===== src/rtl/dlfloat16_addsub_arbiter.sv =====
// Shares one registered dlfloat16 add/sub datapath among N_REQ requesters.
// Round-robin grant by default; define DLF_ARB_FIXED_PRIO_EN for fixed priority.
module dlfloat16_addsub_arbiter #(
    parameter int N_REQ     = 4,
    parameter int ID_W      = 2,
    parameter int RSP_DEPTH = 4
) (
    input  logic                 clk,
    input  logic                 rst,
    input  logic [N_REQ-1:0]     req_valid,
    output logic [N_REQ-1:0]     req_ready,
    input  logic [16*N_REQ-1:0]  req_a,
    input  logic [16*N_REQ-1:0]  req_b,
    input  logic [N_REQ-1:0]     req_op,
    output logic [15:0]          dp_a,
    output logic [15:0]          dp_b,
    output logic                 dp_op,
    input  logic [19:0]          dp_c_out,
    output logic                 rsp_valid,
    input  logic                 rsp_ready,
    output logic [ID_W-1:0]      rsp_id,
    output logic [19:0]          rsp_data
);

    localparam int PTR_W = (RSP_DEPTH > 1) ? $clog2(RSP_DEPTH) : 1;
    localparam int CNT_W = $clog2(RSP_DEPTH + 1);
    localparam int ENT_W = ID_W + 20;

    logic [N_REQ-1:0]  grant;
    logic [ID_W-1:0]   gnt_id;
    logic              found;
    logic              accept;
    logic              credit_ok;
    logic [CNT_W:0]    used;
    int                idx;

    logic              s0_v;
    logic              s1_v;
    logic [ID_W-1:0]   s0_id;
    logic [ID_W-1:0]   s1_id;

    logic [ENT_W-1:0]  mem [RSP_DEPTH];
    logic [PTR_W-1:0]  wr_ptr;
    logic [PTR_W-1:0]  rd_ptr;
    logic [CNT_W-1:0]  fifo_count;
    logic              push;
    logic              pop;

`ifndef DLF_ARB_FIXED_PRIO_EN
    logic [ID_W-1:0]   rr_ptr;
`endif

    // Operations in flight reserve a FIFO slot so a push never finds it full.
    assign used = (CNT_W+1)'(fifo_count) + (CNT_W+1)'(s0_v)
                + (CNT_W+1)'(s1_v);
    assign credit_ok = used < (CNT_W+1)'(RSP_DEPTH);

    always_comb begin
        grant  = '0;
        gnt_id = '0;
        found  = 1'b0;
        idx    = 0;
        if (credit_ok && !rst) begin
            for (int k = 0; k < N_REQ; k++) begin
`ifdef DLF_ARB_FIXED_PRIO_EN
                idx = k;
`else
                idx = (int'(rr_ptr) + k) % N_REQ;
`endif
                if (!found && req_valid[idx]) begin
                    found      = 1'b1;
                    grant[idx] = 1'b1;
                    gnt_id     = ID_W'(idx);
                end
            end
        end
    end

    assign req_ready = grant;
    assign accept    = found;

    always_ff @(posedge clk) begin
        if (rst) begin
            dp_a  <= '0;
            dp_b  <= '0;
            dp_op <= 1'b0;
            s0_v  <= 1'b0;
            s1_v  <= 1'b0;
            s0_id <= '0;
            s1_id <= '0;
        end else begin
            if (accept) begin
                dp_a  <= req_a[16*gnt_id +: 16];
                dp_b  <= req_b[16*gnt_id +: 16];
                dp_op <= req_op[gnt_id];
                s0_id <= gnt_id;
            end
            s0_v  <= accept;
            s1_v  <= s0_v;
            s1_id <= s0_id;
        end
    end

`ifndef DLF_ARB_FIXED_PRIO_EN
    always_ff @(posedge clk) begin
        if (rst) begin
            rr_ptr <= '0;
        end else if (accept) begin
            if (gnt_id == ID_W'(N_REQ - 1)) begin
                rr_ptr <= '0;
            end else begin
                rr_ptr <= gnt_id + ID_W'(1);
            end
        end
    end
`endif

    assign push = s1_v;
    assign pop  = rsp_valid && rsp_ready;

    always_ff @(posedge clk) begin
        if (rst) begin
            for (int j = 0; j < RSP_DEPTH; j++) begin
                mem[j] <= '0;
            end
            wr_ptr     <= '0;
            rd_ptr     <= '0;
            fifo_count <= '0;
        end else begin
            if (push) begin
                mem[wr_ptr] <= {s1_id, dp_c_out};
                if (wr_ptr == PTR_W'(RSP_DEPTH - 1)) begin
                    wr_ptr <= '0;
                end else begin
                    wr_ptr <= wr_ptr + PTR_W'(1);
                end
            end
            if (pop) begin
                if (rd_ptr == PTR_W'(RSP_DEPTH - 1)) begin
                    rd_ptr <= '0;
                end else begin
                    rd_ptr <= rd_ptr + PTR_W'(1);
                end
            end
            if (push && !pop) begin
                fifo_count <= fifo_count + CNT_W'(1);
            end else if (pop && !push) begin
                fifo_count <= fifo_count - CNT_W'(1);
            end
        end
    end

    assign rsp_valid          = fifo_count != '0;
    assign {rsp_id, rsp_data} = mem[rd_ptr];

endmodule


===== config.mk =====
export PLATFORM = sky130hd
export DESIGN_NAME = dlfloat16_addsub_arbiter
export DESIGN_NICKNAME = d
export VERILOG_FILES = /design/src/rtl/dlfloat16_addsub_arbiter.sv
export SDC_FILE = /design/constraint.sdc
export NUM_CORES = 1
export LEC_CHECK = 0
export BUFFER_PORTS_ARGS = -buffer_cell sky130_fd_sc_hd__buf_4
export CELL_PAD_IN_SITES_DETAIL_PLACEMENT = 1
export CELL_PAD_IN_SITES_GLOBAL_PLACEMENT = 2
export CORE_MARGIN = 4
export CORE_UTILIZATION = 33
export DETAILED_ROUTE_END_ITERATION = 16
export GPL_ROUTABILITY_DRIVEN = 0
export GPL_TIMING_DRIVEN = 0
export HOLD_SLACK_MARGIN = 0.12
export PLACE_DENSITY_LB_ADDON = 0.12
export SLEW_MARGIN = 25
export SYNTH_ARGS = -nofsm -noshare
export SYNTH_HDL_FRONTEND = slang
export SYNTH_SLANG_ARGS = --single-unit

===== constraint.sdc =====
create_clock -name clk -period 3.85 [get_ports clk]
set_input_delay 0.1925 -clock clk [delete_from_list [all_inputs] [get_ports clk]]
set_output_delay 0.1925 -clock clk [all_outputs]
set_load 0.02 [all_outputs]

* After elaboration in Yosys (flattened, before gate mapping)
Memories as Yosys holds them, arrays and structs flattened. A register that Yosys moved wholly into a read port is not among the register bits.
Index checks and enable logic that the tools add are counted.
W data, S select, Z words.
** Word-level totals
- Bits in registers :: 48
- Bits in writable memories :: 88
- Input bits :: 159
- Output and inout port bits :: 60
- Logic and storage cells :: 123
- Memories kept :: 1
** Cells by class
- Add/sub/neg operators :: 10
- $lt $le $gt $ge :: 10
- Equal/unequal tests :: 3
- Shift-type cells :: 2
- Mux-type cells :: 57
- Bitwise logic cells :: 6
- Reductions and logical operators :: 23
** Memory list
- mem :: words 4, bits a word 22, read ports 1, clocked after Yosys merged registers in 1, wr ports 4, line 42 : logic [ENT_W-1:0] mem [RSP_DEPTH];
** Operators with widths (count)
- $shiftx A64 B7 Y16 :: 2
- $mux W4 :: 8
- $mux W1 :: 26
- $mux W2 :: 11
- $mux W22 :: 1
- $reduce_or A22 Y1 :: 1
- $lt A3 B4 Y1 const B :: 3
- $or A4 B4 Y4 :: 3
- $logic_and A1 B1 Y1 :: 11
- $bmux W1 S2 :: 5
- $ge A3 B1 Y1 const B :: 3
- $add A2 B1 Y2 const B :: 4
- $demux W1 S2 :: 4
- $eq A2 B2 Y1 const B :: 3
- $logic_not A1 Y1 :: 6
- $lt A2 B3 Y1 const B :: 2
- $mux W3 :: 2
- $reduce_or A2 Y1 :: 3
- $add A2 B2 Y2 const B :: 2
- $add A3 B1 Y4 :: 1
- $add A4 B1 Y4 :: 1
- $lt A4 B3 Y1 const B :: 1
- $add A3 B1 Y3 const B :: 1
- $and A1 B1 Y1 const A :: 3
- other kinds (4) :: 4

* Logic depth before layout (Yosys ltp)
- Word-level depth :: 19
- Depth in mapped cells :: 12
- Gate-level depth less buffers :: 8

* Worst setup path after synthesis
No wires, ideal clock.
- Path type :: reg2reg
- From :: register rr_ptr[0]
- To :: register dp_b[11]
- Library setup time :: 0.149 ns
- Data arrival time :: 2.702 ns
- Data required time :: 3.701 ns
- Slack :: 0.999 ns
- Stages on the path, launching flop included :: 10
- Buffers on the path :: 3
- Clock period less this slack :: 2.851 ns
- Cell sequence :: dfxtp_1 -> buf_6 -> inv_1 -> ha_1 -> clkbuf_2 -> or3b_1 -> o32a_1 -> a221oi_4 -> clkbuf_1 -> a221oi_1
** Between the ends
- Longest elaborated chain between the ends :: 17
- Elaborated cells on any way between the ends :: 34
- Those cells by class :: 3 x add/sub; 1 x shift; 24 x mux; 6 x reduce/logical
** RTL lines
- start: declaration :: line 50 : logic [ID_W-1:0] rr_ptr;
- start signal: assignment :: line 112 : rr_ptr <= gnt_id + ID_W'(1);
- parallel branches: the longest is 17 deep, another holds $add A2 B1 Y2
- end signal: assignment :: line 94 : dp_b <= req_b[16*gnt_id +: 16];
- end: declaration :: line 16 : output logic [15:0] dp_b,
Several ways; the timed one is not identified. The select of a mux whose other input is x is not followed.
A chain may end at the register's enable or synchronous reset.

* Final worst setup path
- From :: register rr_ptr[0]
- To :: output port req_ready[1]
** Between the ends
- Longest elaborated chain between the ends :: 16
- Elaborated cells on any way between the ends :: 63
- Those cells by class :: 3 x add/sub; 8 x order compare; 33 x mux; 6 x bitwise; 13 x reduce/logical
** RTL lines
- $add A2 B1 Y2 / $bmux W1 S2 (equally long branches) :: line 68, 70
- $reduce_or A2 Y1 (no source line) / $mux W1 (equally long branches)
- $and A1 B1 Y1 (no source line) / $mux W1 (equally long branches)
- $lt A3 B4 Y1 (implied by the code) (tied with other cells) :: line 72 : grant[idx] = 1'b1;
- $logic_and A1 B1 Y1 (implied by the code) / $logic_not A1 Y1 (equally long branches) :: line 72, 70
- $mux W1 (implied by the code) / $logic_and A1 B1 Y1 (equally long branches) :: line 72, 70
- $demux W1 S2 / $mux W1 (equally long branches) :: line 72, 70
- $or A4 B4 Y4 (no source line) / $mux W1 (equally long branches)
- $mux W4 / $logic_not A1 Y1 (equally long branches) :: line 70 : if (!found && req_valid[idx]) begin
- $mux W4 / $logic_and A1 B1 Y1 (equally long branches) :: line 63, 70
- $or A4 B4 Y4 (no source line) / $mux W1 (equally long branches)
- $mux W4 / $mux W1 (equally long branches) :: line 70, 63
- $mux W4 / $logic_not A1 Y1 (equally long branches) :: line 63, 70
- $or A4 B4 Y4 (no source line) / $logic_and A1 B1 Y1 (equally long branches)
- $mux W4 (*) :: line 70
- $mux W4 (*) :: line 63 : if (credit_ok && !rst) begin
- end: declaration :: line 11 : output logic [N_REQ-1:0] req_ready,
Mark *: on every way between the ends. The rest lies on a longest branch, timed or not. The select of a mux whose other input is x is not followed.

==> report_table.html <==
<table>
<tr><th>Metric</th><th>Value</th></tr>
<tr><th colspan="2">Floorplan</th></tr>
<tr><td>X dimension of the die</td><td>153 µm</td></tr>
<tr><td>Initial cell density of the core</td><td>34.0%</td></tr>
<tr><td>Area of the die</td><td>roughly 0.024 mm²</td></tr>
<tr><td>Die Span Y</td><td>153 µm</td></tr>
<tr><td>Num ports</td><td>219</td></tr>
<tr><td>Core area</td><td>approximately 0.020 mm²</td></tr>
<tr><td>Standard-cell rows</td><td>52</td></tr>
<tr><th colspan="2">Critical path</th></tr>
<tr><td>Largest stage delay, worst path</td><td>0.50 ns</td></tr>
<tr><td>Arr. time, crit path</td><td>3.35 ns</td></tr>
<tr><td>Top Family by Delay on Critical Path</td><td>compound AO/OA/AOI/OAI gates</td></tr>
<tr><td>Top fanout value on the critical path</td><td>10</td></tr>
<tr><td>Most frequent cell on the critical path</td><td>sky130_fd_sc_hd__a21oi_1</td></tr>
<tr><td>Kind of start point of the critical path</td><td>flop</td></tr>
<tr><td>Critical path endpoint category</td><td>primary output</td></tr>
<tr><td>CP bufs+invs</td><td>4</td></tr>
<tr><td>CP Class</td><td>flop to primary output</td></tr>
<tr><td>Master of the slowest instance on the critical path</td><td>sky130_fd_sc_hd__dfxtp_1</td></tr>
<tr><td>CP Data Required Time</td><td>3.66 ns</td></tr>
<tr><td>Worst-path cell chain</td><td>buf_6 &gt; inv_1 &gt; ha_1 &gt; clkbuf_2 &gt; or3b_2 &gt; a211o_1 &gt; a21oi_1 &gt; o21ai_0 &gt; a21oi_1 &gt; buf_4</td></tr>
<tr><th colspan="2">Routing</th></tr>
<tr><td>Post-detailed-route via-to-cell ratio</td><td>between 5 and 6</td></tr>
<tr><td>DRC errors left</td><td>0</td></tr>
<tr><td>Iteration-0 DRC count of the detailed router</td><td>217</td></tr>
<tr><td>Count of antenna-violating nets left after detailed routing</td><td>0</td></tr>
<tr><td>Via Count</td><td>5388</td></tr>
<tr><td>Final wirelength</td><td>22.1 mm</td></tr>
<tr><td>Routed length per placed instance</td><td>20.5 µm</td></tr>
<tr><td>Pre-Repair DR Iteration Count</td><td>4</td></tr>
<tr><th colspan="2">Clock tree</th></tr>
<tr><td>CTS tree</td><td>done</td></tr>
<tr><td>Num CTS Buffers</td><td>17</td></tr>
<tr><td>Post-CTS clock slew at the launch and capture registers of the worst setup and hold paths</td><td>0.06 ns</td></tr>
<tr><td>Number of buffers on the longest clock path</td><td>2</td></tr>
<tr><td>Worst-skew pair later-pin latency</td><td>0.42 ns</td></tr>
<tr><td>H-Tree Level Count</td><td>4</td></tr>
<tr><td>Clk sinks</td><td>138</td></tr>
<tr><td>CTS Root Cell</td><td>sky130_fd_sc_hd__clkbuf_16</td></tr>
<tr><th colspan="2">Yosys</th></tr>
<tr><td>Fraction of post-synthesis cell area in the top cell type by area</td><td>37.9%</td></tr>
<tr><td>Number of enable-type register cells in the synthesized netlist</td><td>88</td></tr>
<tr><td>Yosys warns</td><td>0</td></tr>
<tr><td>Primary flip-flop cell chosen by synthesis mapping</td><td>sky130_fd_sc_hd__edfxtp_1</td></tr>
<tr><td>Synth Net Count</td><td>708</td></tr>
<tr><td>Largest cells by area after synthesis</td><td>sky130_fd_sc_hd__edfxtp_1 (38%), sky130_fd_sc_hd__dfxtp_1 (14%), sky130_fd_sc_hd__mux2i_1 (11%), sky130_fd_sc_hd__mux4_2 (8.1%), sky130_fd_sc_hd__and2_1 (7.9%)</td></tr>
<tr><td>Flip-flop and latch count after synthesis</td><td>138</td></tr>
<tr><td>Post-synthesis sequential area ratio</td><td>52.3%</td></tr>
<tr><td>Post-synthesis cell type with the largest combined area</td><td>sky130_fd_sc_hd__edfxtp_1</td></tr>
<tr><td>Synthesized area divided by synthesized cell count</td><td>approximately 13 µm²</td></tr>
<tr><td>Area of the mapped netlist</td><td>around 0.0070 mm²</td></tr>
<tr><td>Distinct cell type count of the synthesized netlist</td><td>48</td></tr>
<tr><td>Async set-reset flop share out of synthesis</td><td>0%</td></tr>
<tr><td>Most numerous cell types in the synthesized netlist</td><td>sky130_fd_sc_hd__and2_1 (88), sky130_fd_sc_hd__edfxtp_1 (88), sky130_fd_sc_hd__mux2i_1 (75)</td></tr>
<tr><td>Mapped Cells</td><td>about 540</td></tr>
<tr><th colspan="2">Final layout</th></tr>
<tr><td>Fin nets</td><td>between 900 and 1000</td></tr>
<tr><td>Area growth from synthesis to layout</td><td>40.4%</td></tr>
<tr><td>Share of the core filled with cells in the final layout</td><td>roughly 48%</td></tr>
<tr><td>Share of final-layout standard cells stronger than drive strength 1</td><td>37.8%</td></tr>
<tr><td>Count of fill cells added during filler insertion</td><td>2195</td></tr>
<tr><td>Non-filler cells, final</td><td>approximately 1100</td></tr>
<tr><td>Design Area, Final</td><td>approximately 0.01 mm²</td></tr>
<tr><th colspan="2">Power and ir drop</th></tr>
<tr><td>Worst vdd rail ir drop</td><td>267 µV</td></tr>
<tr><td>Power per standard cell area</td><td>~710 mW/mm²</td></tr>
<tr><td>Power after layout</td><td>6.91 mW</td></tr>
<tr><td>Leak pwr</td><td>4.32 nW</td></tr>
<tr><th colspan="2">STA</th></tr>
<tr><td>Setup ws final</td><td>a little over 0.3 ns</td></tr>
<tr><td>Highest Clock Rate</td><td>282 MHz</td></tr>
<tr><td>Period utilization</td><td>between 90 and 100%</td></tr>
<tr><td>Hold Fails Final Rpt</td><td>0</td></tr>
<tr><td>Aggregate negative setup slack</td><td>0 ns</td></tr>
<tr><td>Relative slew slack</td><td>roughly 38%</td></tr>
<tr><td>RSZ-0062 raised after global routing</td><td>false</td></tr>
<tr><td>Minimum clock period</td><td>3.54 ns</td></tr>
<tr><td>Count of pins over their slew limit</td><td>0</td></tr>
<tr><td>Hold slack final</td><td>0.130 ns</td></tr>
<tr><td>Worst setup skew after layout</td><td>0.0108 ns</td></tr>
<tr><td>Total of endpoints with negative setup slack in the final report</td><td>0</td></tr>
<tr><td>Worst-Margin Slew</td><td>0.932 ns</td></tr>
<tr><th colspan="2">GRT</th></tr>
<tr><td>Total GRT Usage</td><td>between 10% and 20%</td></tr>
<tr><td>Maximum number of pins on one net before global-route repair</td><td>23</td></tr>
<tr><td>Number of antenna violations at the first check in global routing</td><td>2</td></tr>
<tr><td>Total congestion overflow</td><td>0</td></tr>
<tr><td>Vias in the first global route</td><td>6154</td></tr>
<tr><td>First-pass GRT wire length</td><td>34.3 mm</td></tr>
<tr><th colspan="2">Placement</th></tr>
<tr><td>Cell count after placement</td><td>1023</td></tr>
<tr><td>Setup slack at placement</td><td>0.218 ns</td></tr>
<tr><td>PortBufs</td><td>between 200 and 250</td></tr>
<tr><td>Placed Instance Area</td><td>~0.0089 mm²</td></tr>
<tr><td>Placed wire-length estimate</td><td>16.7 mm</td></tr>
<tr><th colspan="2">Min path</th></tr>
<tr><td>Tightest Hold Check Type</td><td>primary input to flop</td></tr>
<tr><th colspan="2">Status</th></tr>
<tr><td>Outcome</td><td>completed</td></tr>
<tr><th colspan="2">Flow run</th></tr>
<tr><td>MaxCap Viol Count</td><td>0</td></tr>
</table>
[cell usage in the layout (no fill, tap or decap), types with 10 or more instances in the layout]
master | netlist | final
sky130_fd_sc_hd__buf_4 | 3 | 220
sky130_fd_sc_hd__and2_1 | 88 | 88
sky130_fd_sc_hd__edfxtp_1 | 88 | 88
sky130_fd_sc_hd__mux2i_1 | 75 | 75
sky130_fd_sc_hd__dfxtp_1 | 50 | 50
sky130_fd_sc_hd__a21oi_1 | 41 | 41
sky130_fd_sc_hd__clkbuf_1 | 27 | 27
sky130_fd_sc_hd__a221oi_1 | 26 | 26
sky130_fd_sc_hd__mux4_2 | 25 | 25
sky130_fd_sc_hd__dlygate4sd3_1 | 0 | 21
sky130_fd_sc_hd__clkbuf_16 | 0 | 17
sky130_fd_sc_hd__ha_1 | 12 | 12
sky130_fd_sc_hd__nor2_1 | 10 | 10
[layer usage]
layer | wire [µm] | vias to the layer above | share of wire, % | track usage (%)
met1 | 8710 | 2646 | 39 | 21.2
li1 | - | 2558 | - | -
met4 | 395 | 2 | 1.8 | 5.59
met2 | 11800 | 153 | 53 | 34.5
met3 | 1190 | 29 | 5.4 | 4.83
met5 | 8 | - | 0.036 | 0
[state kept, by name (all words and copies together), names as in the netlist, named ones only]
| name | flops |
|---|---|
| dp_a | 16 |
| mem | 88 |
| rr_ptr | 2 |
| push | 1 |
| rd_ptr | 2 |
| wr_ptr | 2 |
| s0_v | 1 |
| s0_id | 2 |
| s1_id | 2 |
| dp_op | 1 |
| fifo_count | 3 |
| dp_b | 16 |
[final timing paths]
kind | end | start | cells past startpoint | slack, ns
max | req_ready[1] | rr_ptr[0] | 10 | 0.31
min | push | rst | 2 | 0.13
max reg2reg | dp_b[9] | rr_ptr[0] | 10 | 0.31
min reg2reg | push | s0_v | 1 | 0.47
[logic make-up (layout without fill, tap and decap cells)]
group / count (synthesis) / in the layout / share of synthesized area, %
flops: 138 / 138 / 52.3
simple gates: 136 / 136 / 11.6
mux: 101 / 101 / 19.0
compound gates: 98 / 98 / 10.7
buf+inv: 47 / 316 / 3.68
fa+ha+maj: 13 / 13 / 2.44
xor+xnor: 3 / 3 / 0.377
other cells: 0 / 1 / 0
[where the power goes]
group,switching (mW),total (mW),internal (mW)
clock,0.666,1.76,1.10
combinational,1.68,3.06,1.38
sequential,0.197,2.08,1.89
[repair_timing]
action / in CTS / in global routing
setup buffers: 0 / 0
resized for setup: 0 / 1
endpoints found under the hold margin: 82 / 0
setup endpoints to repair: 0 / 10
hold buffers: 21 / 0
[cell type report]
| type | count | area (µm²) | share of cell area, % |
|---|---|---|---|
| Buffer | 42 | 238 | 2.43 |
| Multi-Input combinational cell | 351 | 3080 | 31.5 |
| Tap cell | 270 | 338 | 3.45 |
| Inverter | 5 | 18.8 | 0.192 |
| Antenna cell | 1 | 2.50 | 0.0256 |
| Clock inverter | 14 | 205 | 2.10 |
| Clock buffer | 17 | 425 | 4.35 |
| Timing Repair Buffer | 238 | 1840 | 18.8 |
| Sequential cell | 138 | 3640 | 37.2 |
Power figures use the tool's default switching activity.
